--- src/rtl/mul_seq.sv ---
// mul_seq: sequential unsigned shift-add multiplier driving an external
// combinational adder. One accumulate-and-shift step per clock; a full
// 2*WIDTH-bit product is produced WIDTH cycles after an accepted start.
//
// Ports:
//   clock    - single clock, rising edge
//   reset_n  - asynchronous active-low reset
//   start    - request a multiply (sampled only while not busy)
//   a_in     - multiplicand, captured on accepted start
//   b_in     - multiplier, captured on accepted start
//   busy     - iteration in progress (registered)
//   valid    - one-cycle pulse: product newly updated (registered)
//   product  - last completed result, held until the next completion
//   add_a    - adder operand a (accumulator high half)
//   add_b    - adder operand b (multiplicand when multiplier LSB is set, else 0)
//   add_sum  - adder sum
//   add_c    - adder carry-out
module mul_seq #(
  parameter int unsigned WIDTH = 32
) (
  input  logic                 clock,
  input  logic                 reset_n,
  input  logic                 start,
  input  logic [WIDTH-1:0]     a_in,
  input  logic [WIDTH-1:0]     b_in,
  output logic                 busy,
  output logic                 valid,
  output logic [2*WIDTH-1:0]   product,
  output logic [WIDTH-1:0]     add_a,
  output logic [WIDTH-1:0]     add_b,
  input  logic [WIDTH-1:0]     add_sum,
  input  logic                 add_c
);

  localparam int unsigned CntW = $clog2(WIDTH) + 1;

  typedef enum logic [0:0] {StIdle, StRun} state_e;

  state_e             state_q;
  logic [WIDTH-1:0]   hi_q;
  logic [WIDTH-1:0]   lo_q;
  logic [WIDTH-1:0]   mcand_q;
  logic [CntW-1:0]    cnt_q;
  logic [2*WIDTH-1:0] acc_next;

  // Operands come from registers only, so there is no loop through the adder.
  assign add_a = hi_q;
  assign add_b = lo_q[0] ? mcand_q : '0;

  // The (WIDTH+1)-bit sum shifted right one place into the accumulator; the
  // carry lands in the MSB so nothing is lost.
  assign acc_next = {add_c, add_sum, lo_q[WIDTH-1:1]};

  always_ff @(posedge clock or negedge reset_n) begin
    if (!reset_n) begin
      state_q <= StIdle;
      hi_q    <= '0;
      lo_q    <= '0;
      mcand_q <= '0;
      cnt_q   <= '0;
      busy    <= 1'b0;
      valid   <= 1'b0;
      product <= '0;
    end else begin
      valid <= 1'b0;
      unique case (state_q)
        StIdle: begin
          if (start) begin
            hi_q    <= '0;
            lo_q    <= b_in;
            mcand_q <= a_in;
            cnt_q   <= '0;
            busy    <= 1'b1;
            state_q <= StRun;
          end
        end
        StRun: begin
          {hi_q, lo_q} <= acc_next;
          cnt_q        <= cnt_q + 1'b1;
          if (cnt_q == CntW'(WIDTH - 1)) begin
            product <= acc_next;
            valid   <= 1'b1;
            busy    <= 1'b0;
            state_q <= StIdle;
          end
        end
        default: state_q <= StIdle;
      endcase
    end
  end

endmodule

--- config.mk ---
export PLATFORM = sky130hd
export DESIGN_NAME = mul_seq
export DESIGN_NICKNAME = d
export VERILOG_FILES = /design/src/rtl/mul_seq.sv
export SDC_FILE = /design/constraint.sdc
export NUM_CORES = 1
export LEC_CHECK = 0
export ABC_CLOCK_PERIOD_IN_PS = 1800
export BUFFER_PORTS_ARGS = -buffer_cell sky130_fd_sc_hd__clkbuf_2
export CAP_MARGIN = 20
export CORE_ASPECT_RATIO = 1.5
export CORE_MARGIN = 2
export CORE_UTILIZATION = 50
export CTS_CLUSTER_SIZE = 28
export DETAILED_ROUTE_END_ITERATION = 10
export PLACE_DENSITY = 0.83
export SYNTH_ARGS = -nofsm -noshare
export SYNTH_HDL_FRONTEND = slang
export SYNTH_SLANG_ARGS = --single-unit
--- constraint.sdc ---
create_clock -name clock -period 1.8 [get_ports clock]
set_input_delay 0.36 -clock clock [delete_from_list [all_inputs] [get_ports clock]]
set_output_delay 0.36 -clock clock [all_outputs]
set_load 0.02 [all_outputs]
; Word-level counts from Yosys, hierarchy flattened
; Index checks and enable logic that the tools add are counted.
[totals]
output_inout_bits = 130
rom_bits = 0
word_cells = 31
register_bits = 169
ram_bits = 0
memories = 0
in_bits = 100
latchBits = 0
[op_classes]
multipliers = 0
n_reduce_logical = 3
n_addsub = 1
bitwise_logic = 1
order_cmp = 0
shift = 0
eq_ne = 3
div_mod_pow = 0
mux = 15
[ops]
columns = cell, n
row1 = one-hot mux 32 bit (2 select lines), 2
row2 = 2-to-1 mux 32 bit, 3
row3 = one-hot mux 6 bit (2 select lines), 1
row4 = "adder 6 x 1 -> 6 bit, second input constant", 1
row5 = "equality test 6 x 5 -> 1 bit, second input constant", 1
row6 = 2-to-1 mux 1 bit, 6
row7 = 2-to-1 mux 6 bit, 1
row8 = AND reduction 2 bit, 3
row9 = one-hot mux 1 bit (2 select lines), 2
row10 = "!= test 2 x 1 -> 1 bit, second input constant", 1
row11 = "!= test 2 bit, second input constant", 1
row12 = NOT 1 bit, 1

; Longest topological paths before layout
; Gate-level depths: netlist of the first run.
[logic_depth]
word_depth = 3
mapped_depth = 6
mapped_depth_nobuf = 4

; Worst setup path before layout of the first run
; OpenSTA, ideal clock, no wires.
[synth_timing]
path_type = register to register
startpoint = register cnt_q[0]
endpoint = register product[10]
setup_time_ns = 0.127
t_required_ns = 1.673
stages_incl_launch_ff = 7
path_buffers = 2
synth_period_minus_slack_ns = 1.556
setup_slack_ns = 0.244
arrival_time_ns = 1.429
cell_sequence = dfrtp_1 > ha_1 > nand4b_2 > nor2_4 > buf_6 > buf_6 > mux2_1
[synth_between]
elab_chain_cells = 2
[synth_lines]
columns = item, line_no
row1 = "start, declared", 43  ; logic [CntW-1:0] cnt_q;
row2 = "start signal, assigned", 79  ; cnt_q <= cnt_q + 1'b1;
row3 = equality test 6 x 5 -> 1 bit, 80  ; if (cnt_q == CntW'(WIDTH - 1)) begin
row4 = AND reduction 2 bit (no line), -
row5 = "end signal, assigned", 81  ; product <= acc_next;
row6 = "end, declared", 28  ; output logic [2*WIDTH-1:0] product,
; No other way between the ends.
; A chain may end at the register's enable or synchronous reset.

; Worst setup path after layout of the first run
[layout_timing]
startpoint = register lo_q[0]
endpoint = output port add_b[14]
[layout_between]
elab_chain_cells = 1
[layout_lines]
columns = item, line_no
row1 = "start, declared", 41  ; logic [WIDTH-1:0] lo_q;
row2 = "start signal, assigned", 70  ; lo_q <= b_in;
row3 = "start signal, assigned", 78  ; {hi_q, lo_q} <= acc_next;
row4 = 2-to-1 mux 32 bit, 48  ; assign add_b = lo_q[0] ? mcand_q : '0;
row5 = "end, declared", 30  ; output logic [WIDTH-1:0] add_b,
; No other way between the ends.

==> impl_results.md, run 1 <==
* CP cell instances: buf_6 > and2_1 > clkbuf_2
* Setup TNS Final at 0 ns
* Worst slew pin tran at 0.4929 ns
* Drt initial violations at 172
* Critical Path Max Stage Delay at 0.37 ns
* Number of global-route vias before repair at 5,164
* CP arrival at 1.35 ns
* CP Capture Point: add_b[14]
* Slowest cell on crit path: dfrtp_1
* Hold Fails Final Rpt at 0
* Routed Antenna Nets at 0
* Busiest grt layer: met2
* Nets@finish at 883
* Cell Pwr Density at 1544 nW/um^2
* Worst vdd rail ir drop at 0.7949 mV
* Worst path top cell family by delay: buffers and inverters
* Gp weighted congestion at 0.7820
* Pre-CTS WS at 0.1217 ns
* Ys Warns at 0
* Endpoint type of the worst setup path: output port
* Number of synthesized register bits at 169
* Starting Density at 50.79%
* Number of cells produced by synthesis at 554
* Crit Path Max Fanout at 32
* Hold Path Class: input port to flip-flop
* Final Critical Period at 1.714 ns
* Top cells by area, synth: dfrtp_1 62%, nand2_1 7.3%, mux2_2 5.7%, mux2_1 5.0%, mux2i_1 4.9%
* Top cell type's share of synthesized area at 62.43%
* Total Wirelength at 14,920 um
* Met1 usage at 27.51%
* Grt met2 use at 36.01%
* Worst hold slack at 0.1381 ns
* IO Port Bufs at 229
* Core area at 13,340 sq um
* FF/Latch Area at 4233 sq um
* Status: complete, no violations
* Data required, critical path at 1.44 ns
* Worst setup SP type: flip-flop
* Biggest area consumer among synthesized cells: dfrtp_1
* # setup viols final at 0
* Setup bufs post-CTS at 0
* Chip width at 99.04 um
* MaxCap Viol Count at 0
* Area Overhead vs Synth at 28.41%
* H-tree Lvls at 4
* Total GRT Usage at 21.64%
* Routing usage on met3 at 5.792%
* CTS tree: yes
* Total chip power at 0.01343 W
* Share of layout cells above drive strength 1 at 39.55%
* Reg2Reg Launch Point: cnt_q[0]
* Sequential share of the synthesized area at 62.43%
* Final instance area at 8698 sq um
* Fillers at 1,045
* Final count of pins violating max slew at 0
* Reg2Reg Setup Slack at 0.14 ns
* IO Pins at 230
* Row cnt at 52
* Net Count, Synth at 655
* Gr ovfl total at 0
* Largest net degree at the start of global routing at 60
* Most frequent cells in the layout: 228 x clkbuf_2, 168 x dfrtp_1, 131 x nand2_1
* Clock Latency Late Sink at 0.41 ns
* HP Start: a_in[21]
* Initial antenna violation count at 0
* Global-route wire length before repair at 25,060 um
* Leak Pwr at 4.685 nW
* Critical path depth in cells at 3
* Root Buffer: clkbuf_16
* TritonCTS Buffers at 17
* Longest Clk Path Bufs at 2
* Commonest non-fill, non-tap cell in the layout: clkbuf_2
* DR DRC count at 0
* Detailed placer's ending HPWL at 10,780 um
* Antenna diodes at 0
* WL/cell at 15.61 um
* Max frequency at 0.5834 GHz
* First drt pass iteration count at 4
* Via count at 4,881
* Placement Cell Area at 8148 sq um
* Multi-input gate area at 2352 sq um
* Die area at 14,510 sq um
* Setup WS post-layout at 0.08578 ns
* Distinct cell type count after synthesis at 26
* Fin crit share at 95.23%
* Crit. Startpoint: lo_q[0]
* Clock slew at reported path FFs at 0.06 ns
* CP bufs+invs at 2
* Crit Path Category: flip-flop to output port
* RR Endpoint: product[12]
* CTS Sinks at 169
* Syn_area_per_cell at 12.23 sq um
* Worst slew margin at 67.14%
* RSZ-0062 raised after global routing: no
* Vias/cell at 5.106
* Cell area after synthesis at 6774 sq um
* Clk_skew at 0.008140 ns
* Die Y at 146.6 um
* Reg2reg path depth at 5
cell families (layout without fill, tap and decap cells):
family	count (synthesis)	in the layout	synth area share, %
AND/OR/NAND/NOR	178	178	11.64
flip-flops	169	169	62.43
multiplexers	97	97	15.52
AO/OA/AOI/OAI	70	70	7.056
buffers and inverters	37	277	2.918
XOR/XNOR	2	2	0.2586
adder cells (fa/ha/maj)	1	1	0.1847
worst register-to-register path, stage by stage, from the launching register on:
cell	delay, ns
dfrtp_1	0.38
ha_1	0.24
nand4b_2	0.14
nor2_4	0.18
buf_4	0.25
mux2_1	0.35
synth_stat cells (all sizes together):
cell type and count:
nand4 1, o21ai 35, nand2b 4, xor2 1, nor2b 1, buf 17, ha 1, nor2 5
xnor2 1, mux2i 33, mux2 64, a22o 32, nand3 2, nand2 131, o211ai 1, nand4b 1
nor3b 1, and2 32, dfrtp 169, clkbuf 20, o31ai 1, a21o 1
state kept, by name, summed over array words and instances, names as in the netlist:
signal,cells
product,64
add_a,32
lo_q,32
mcand_q,32
cnt_q,6
busy,1
state_q,1
valid,1
metal layers:
layer / vias up / share of wire [%]
li1: 2324 / -
met1: 2354 / 41
met2: 182 / 50
met3: 21 / 7.3
met4: 0 / 1.7
met5: - / 0
worst min path at each step:
stage,endpoint,cells after the start
after global placement,mcand_q[14],1
final,mcand_q[21],3
after floorplan,add_a[0],0
after CTS,mcand_q[5],3
after global routing,mcand_q[12],3
after detailed placement,mcand_q[14],1
timing repair:
action                                 4_1_cts  5_1_grt
setup endpoints to repair                    1        0
endpoints found under the hold margin       36        0
hold buffers                                 1        0
gates resized for setup                      1        0
final cells by class:
| type | instances | area share, % |
|---|---|---|
| Clock inverter | 12 | 1.079 |
| Sequential cell | 169 | 48.66 |
| Timing Repair Buffer | 246 | 15.79 |
| Multi-Input combinational cell | 348 | 27.04 |
| Tap cell | 162 | 2.330 |
| Clock buffer | 19 | 5.092 |
stage by stage:
step | util, % | std cells
floorplan | - | 554
global placement | 61.09 | 924
detailed placement | 61.09 | 924
CTS | 65.22 | 956
global route | 65.22 | 956
finish | 65.22 | 956
where the power goes:
group	internal, W	switching, W	leakage, nW	total (W)
sequential	0.00515	0.000813	2.11	0.00596
clock	0.00181	0.00149	0.261	0.00331
combinational	0.00170	0.00246	2.31	0.00417
No activity file was read; power rests on OpenSTA's default activity.
==> run 2, diff against run 1 <==
- CORE_UTILIZATION: 50 -> 36
- PLACE_DENSITY: 0.83 -> 0.63
==> impl_results.md, run 2 (synthesis results as in run 1) <==
* Status: complete, no violations
* Share of layout cells above drive strength 1 at 39.67% (+0.13 points)
* Area Overhead vs Synth at 30.74%
* Clock Latency Late Sink at 0.42 ns (about the same)
* CP cell instances: buf_12 > and2_1 > clkbuf_2
* Longest Clk Path Bufs at 2 (unchanged)
* Gr ovfl total at 0 (unchanged)
* Worst hold slack at 0.1271 ns (-0.01101 ns)
* Critical Path Max Stage Delay at 0.45 ns (+0.08 ns)
* Chip width at 116 um (+17%)
* Largest net degree at the start of global routing at 81 (+35%)
* Placement Cell Area at 8278 sq um (+1.6%)
* Slowest cell on crit path: dfrtp_2
* Crit Path Max Fanout at 28 (-13%)
* Total Wirelength at 15,550 um (+4.2%)
* Number of global-route vias before repair at 4,654 (-9.9%)
* WL/cell at 14.87 um (-4.8%)
* IO Port Bufs at 229 (unchanged)
* Detailed placer's ending HPWL at 10,990 um (+1.9%)
* # setup viols final at 0 (unchanged)
* Die area at 19,950 sq um (+37%)
* Antenna diodes at 0 (unchanged)
* IO Pins at 230 (unchanged)
* Pre-CTS WS at 0.1159 ns (-0.005808 ns)
* Clk_skew at 0.01022 ns (+0.002080 ns)
* Drt initial violations at 153 (-11%)
* Vias/cell at 4.624 (-9.4%)
* Final instance area at 8856 sq um (+1.8%)
* Cell Pwr Density at 1541 nW/um^2 (-0.22%)
* Setup WS post-layout at 0.08944 ns (+0.003664 ns)
* Psw at 0.004829 W (+1.3%)
* Data required, critical path at 1.44 ns (about the same)
* Commonest non-fill, non-tap cell in the layout: clkbuf_2
* RSZ-0062 raised after global routing: no
* CP arrival at 1.35 ns (about the same)
* Clock slew at reported path FFs at 0.07 ns (about the same)
* Via count at 4,837 (-0.90%)
* Worst vdd rail ir drop at 0.6895 mV (-13%)
* DR DRC count at 0 (unchanged)
* Clk pwr share at 25.8% (+1.2 points)
* Leak Pwr at 4.702 nW (+0.37%)
* Final count of pins violating max slew at 0 (unchanged)
* Total GRT Usage at 16.07% (-5.6 points)
* TritonCTS Buffers at 17 (unchanged)
* Hold Path Class: input port to flip-flop
* Initial antenna violation count at 0 (unchanged)
* Most frequent cells in the layout: 228 x clkbuf_2, 167 x dfrtp_1, 131 x nand2_1
* Max reg flops at 64 (unchanged)
* Setup TNS Final at 0 ns (unchanged)
* Net Sw Frac at 35.39% (-0.12 points)
* Gate power share at 30.6% (-0.4 points)
* Final Critical Period at 1.711 ns (-0.003664 ns)
* H-tree Lvls at 4 (unchanged)
* Worst setup SP type: flip-flop
* Die Y at 172 um (+17%)
* Int Power at 0.008816 W (+1.8%)
* Nets@finish at 882 (-0.11%)
* Share of power burned in registers at 43.6% (-0.8 points)
* Top reg by flops: product
* CTS Sinks at 169 (unchanged)
* Fin util at 47.95% (-17 points)
* Endpoint type of the worst setup path: output port
* MaxCap Viol Count at 0 (unchanged)
* Starting Density at 36.68% (-14 points)
* Hold Fails Final Rpt at 0 (unchanged)
* Fin crit share at 95.03% (-0.20 points)
* Fillers at 1,767 (+69%)
* First drt pass iteration count at 4 (unchanged)
* Root Buffer: clkbuf_16
* Row cnt at 61 (+17%)
* Routed Antenna Nets at 0 (unchanged)
* Max frequency at 0.5846 GHz (+0.21%)
* CTS tree: yes
* Gp weighted congestion at 0.7050 (-9.8%)
* Crit Path Category: flip-flop to output port
* Global-route wire length before repair at 24,570 um (-2.0%)
* Worst slew pin tran at 0.3499 ns (-0.1429 ns)
* Worst slew margin at 76.67% (+9.5 points)
* Core area at 18,470 sq um (+38%)
run 2: changes by cell type in the layout (fill, tap and decap cells not counted), sizes merged:
cell      before  now
bufinv         0    1
clkbuf       247  246
clkinvlp       2    1
inv            3    6
clkinv         7    6
buf           17   16
run 2: repair_timing:
action,in CTS,in global routing
hold buffers,1,0
setup endpoints to repair,0,19
buffers inserted,0,0
resized for setup,0,1
endpoints found under the hold margin,21,0
run 2: worst paths after layout:
path	slack (ns)	cells after the start	from	end
setup reg to reg	0.13	5	cnt_q[0]	product[51]
setup / recovery	0.09	3	lo_q[0]	add_b[5]
hold / removal	0.13	3	a_in[14]	mcand_q[14]
max in group asynchronous	0.79	3	reset_n	state_q
min in group asynchronous	0.37	2	reset_n	mcand_q[29]
hold reg to reg	0.47	2	mcand_q[25]	mcand_q[25]
run 2: worst max-delay path: cells and delay by family (launching register included):
family | cells | cell delay (ns)
DFF | 1 | 0.45
and+or+nand+nor | 1 | 0.15
buffers and inverters | 2 | 0.31
run 2: cell type report:
cell class	count	area [sq um]	share of cell area, %
clock buffers	18	429.2	4.846
well taps	252	315.3	3.560
multi-input cells	348	2352	26.56
flip-flops and latches	169	4234	47.81
clock inverters	14	137.6	1.554
repair buffers	245	1388	15.67
run 2: through the flow:
| step | std cells | power, W |
|---|---|---|
| after floorplan | 554 | 0.008615 |
| after detailed placement | 1013 | 0.01028 |
| after global placement | 1013 | 0.01018 |
| final | 1046 | 0.01365 |
| after global routing | 1046 | 0.01459 |
| after CTS | 1046 | 0.01389 |
run 2: routing by layer:
| metal | routed length [um] | up-vias | GRT usage [%] | share of wire, % |
|---|---|---|---|---|
| met1 | 6352 | 2340 | 19.46 | 41 |
| li1 | - | 2331 | - | - |
| met3 | 1091 | 10 | 5.188 | 7.0 |
| met2 | 7962 | 156 | 27.21 | 51 |
| met4 | 142 | 0 | 4.969 | 0.91 |
| met5 | 0 | - | 0 | 0 |
run 2: power by group through the flow:
stage	clock network (W)	logic [W]	registers, W
2_1_floorplan	0	0.00209	0.00653
3_3_place_gp	0	0.00418	0.00599
3_5_place_dp	0	0.00425	0.00603
4_1_cts	0.00366	0.00426	0.00597
5_1_grt	0.00382	0.00464	0.00613
6_report	0.00353	0.00417	0.00595
==> run 3, diff against run 2 <==
- BUFFER_PORTS_ARGS: -buffer_cell sky130_fd_sc_hd__clkbuf_2 -> default
- DONT_BUFFER_PORTS: default -> 1
- PLACE_DENSITY: 0.63 -> 0.53
==> impl_results.md, run 3 (synthesis results as in run 1) <==
* First drt pass iteration count at 4 (unchanged)
* Area Overhead vs Synth at 13.13%
* Starting Density at 36.68% (unchanged)
* Drt initial violations at 163 (+6.5%)
* Worst hold slack at -0.3683 ns (-0.4954 ns)
* Longest Clk Path Bufs at 2 (unchanged)
* Number of global-route vias before repair at 4,210 (-9.5%)
* Int Power at 0.008520 W (-3.4%)
* Antenna diodes at 0 (unchanged)
* Via count at 4,029 (-17%)
* Nets@finish at 646 (-27%)
* Reg2reg path depth at 5 (unchanged)
* CP bufs+invs at 1 (-1)
* FF/Latch Area at 4233 sq um (about the same)
* Cell Pwr Density at 1702 nW/um^2 (+10%)
* Detailed placer's ending HPWL at 9586 um (-13%)
* Slowest cell on crit path: dfrtp_1
* Hold Path Class: input port to asynchronous set/reset pin
* Worst path top cell family by delay: flip-flops
* IO Pins at 230 (unchanged)
* Core area at 18,470 sq um (unchanged)
* Global-route wire length before repair at 22,520 um (-8.3%)
* Leak Pwr at 3.694 nW (-21%)
* Gp weighted congestion at 0.6822 (-3.2%)
* Vias/cell at 4.974 (+7.6%)
* Most frequent cells in the layout: 168 x dfrtp_1, 131 x nand2_1, 35 x o21ai_0
* Worst setup SP type: flip-flop
* Total GRT Usage at 14.67% (-1.4 points)
* Largest net degree at the start of global routing at 170 (+110%)
* Clk pwr share at 29.7% (+3.9 points)
* Crit Path Category: flip-flop to flip-flop
* Net Sw Frac at 34.68% (-0.71 points)
* WL/cell at 18.00 um (+21%)
* Final count of pins violating max slew at 0 (unchanged)
* MaxCap Viol Count at 0 (unchanged)
* Commonest non-fill, non-tap cell in the layout: dfrtp_1
* Max reg flops at 64 (unchanged)
* Post-Place Cells at 778 (-23%)
* Hold Fails Final Rpt at 169 (+169)
* Worst slew pin tran at 0.3289 ns (-0.02108 ns)
* Top reg by flops: product
* Max frequency at 0.5984 GHz (+2.4%)
* Gate power share at 18.3% (-12 points)
* Status: finished with violations
* Clk_skew at 0.009227 ns (-0.0009926 ns)
* Die area at 19,950 sq um (unchanged)
* # setup viols final at 0 (unchanged)
* Setup bufs post-CTS at 0 (unchanged)
* Fin crit share at 92.85% (-2.2 points)
* Initial antenna violation count at 0 (unchanged)
* RR Endpoint: product[35]
* Setup TNS Final at 0 ns (unchanged)
* Row cnt at 61 (unchanged)
* Chip width at 116 um (unchanged)
* IO Port Bufs at 0 (-100%)
* Post-route insts no fill at 810 (-23%)
* Crit Path Max Fanout at 32 (+14%)
* Root Buffer: clkbuf_16
* Clock slew at reported path FFs at 0.07 ns (about the same)
* Gr ovfl total at 0 (unchanged)
* RSZ-0062 raised after global routing: no
* Final Critical Period at 1.671 ns (-0.03932 ns)
* Failing checks: negative hold slack
* Psw at 0.004524 W (-6.3%)
* Reg2Reg Setup Slack at 0.13 ns (about the same)
* CP cell instances: ha_1 > nand4b_2 > nor2_4 > buf_12 > mux2_2
* Worst slew margin at 78.08% (+1.4 points)
* Share of power burned in registers at 52.0% (+8.4 points)
* H-tree Lvls at 4 (unchanged)
* Endpoint type of the worst setup path: flip-flop
* CP arrival at 1.98 ns (+0.63 ns)
* CTS Sinks at 169 (unchanged)
* Clock Latency Late Sink at 0.42 ns (about the same)
* Fillers at 1,796 (+1.6%)
* Post-cts sizing count at 0 (unchanged)
* DR DRC count at 0 (unchanged)
* TritonCTS Buffers at 17 (unchanged)
* Worst vdd rail ir drop at 0.8042 mV (+17%)
* Share of layout cells above drive strength 1 at 14.34% (-25 points)
* Routed Antenna Nets at 0 (unchanged)
* Multi-input gate area at 2352 sq um (unchanged)
* Total Wirelength at 14,580 um (-6.3%)
* Critical Path Max Stage Delay at 0.39 ns (-0.06 ns)
* Die Y at 172 um (unchanged)
* CTS tree: yes
* Reg2Reg Launch Point: cnt_q[0]
* Data required, critical path at 2.11 ns (+0.67 ns)
## run 3: changes by cell type in the layout (fill, tap and decap cells not counted), sizes merged
cell and delta:
clkbuf -227, buf -7, clkinvlp +1, clkinv -5
inv +1, bufinv +2, dlygate4sd3 -1
## run 3: metal layers
| metal | routed length, um | track usage (%) | vias to the layer above |
|---|---|---|---|
| met3 | 1463 | 6.625 | 13 |
| met1 | 5832 | 17.26 | 1987 |
| met4 | 170 | 4.658 | 0 |
| li1 | - | - | 1851 |
| met2 | 7110 | 23.93 | 178 |
| met5 | 0 | 0 | - |
## run 3: through the flow
stage / util, % / power, W / setup WS [ns] / hold slack, ns / area, sq um
after floorplan: - / 0.008615 / 0.2440 / 0.06441 / 6774
after detailed placement: 38.06 / 0.009312 / 0.1147 / 0.06773 / 7030
after CTS: 41.49 / 0.01327 / 0.09398 / -0.3946 / 7664
after global placement: 38.06 / 0.009157 / 0.1600 / 0.06826 / 7030
after global routing: 41.49 / 0.01387 / 0.03017 / -0.3985 / 7664
final: 41.49 / 0.01304 / 0.1288 / -0.3683 / 7664
## run 3: worst max path at each step
stage | start | endpoint | slack (ns) | depth (start not counted)
final | cnt_q[0] | product[35] | 0.13 | 5
after global routing | cnt_q[0] | product[35] | 0.03 | 5
after CTS | lo_q[0] | add_b[15] | 0.09 | 2
after detailed placement | cnt_q[0] | product[35] | 0.11 | 5
after global placement | cnt_q[0] | product[39] | 0.16 | 5
after floorplan | cnt_q[0] | product[10] | 0.24 | 6
## run 3: area by class of cell
type                       instances  share of cell area (%)
sequential                       169                   55.23
multi-input combinational        348                   30.69
clock buffer                      19                   5.910
tap                              252                   4.114
clock inverter                    13                   2.351
timing repair buffer               9                   1.698
## run 3: power groups by stage
stage          clock (W)  combinational (W)  sequential [W]
2_1_floorplan          0            0.00209         0.00653
3_3_place_gp           0            0.00233         0.00683
3_5_place_dp           0            0.00245         0.00686
4_1_cts          0.00402            0.00244         0.00681
5_1_grt          0.00416            0.00272         0.00699
6_report         0.00388            0.00238         0.00679
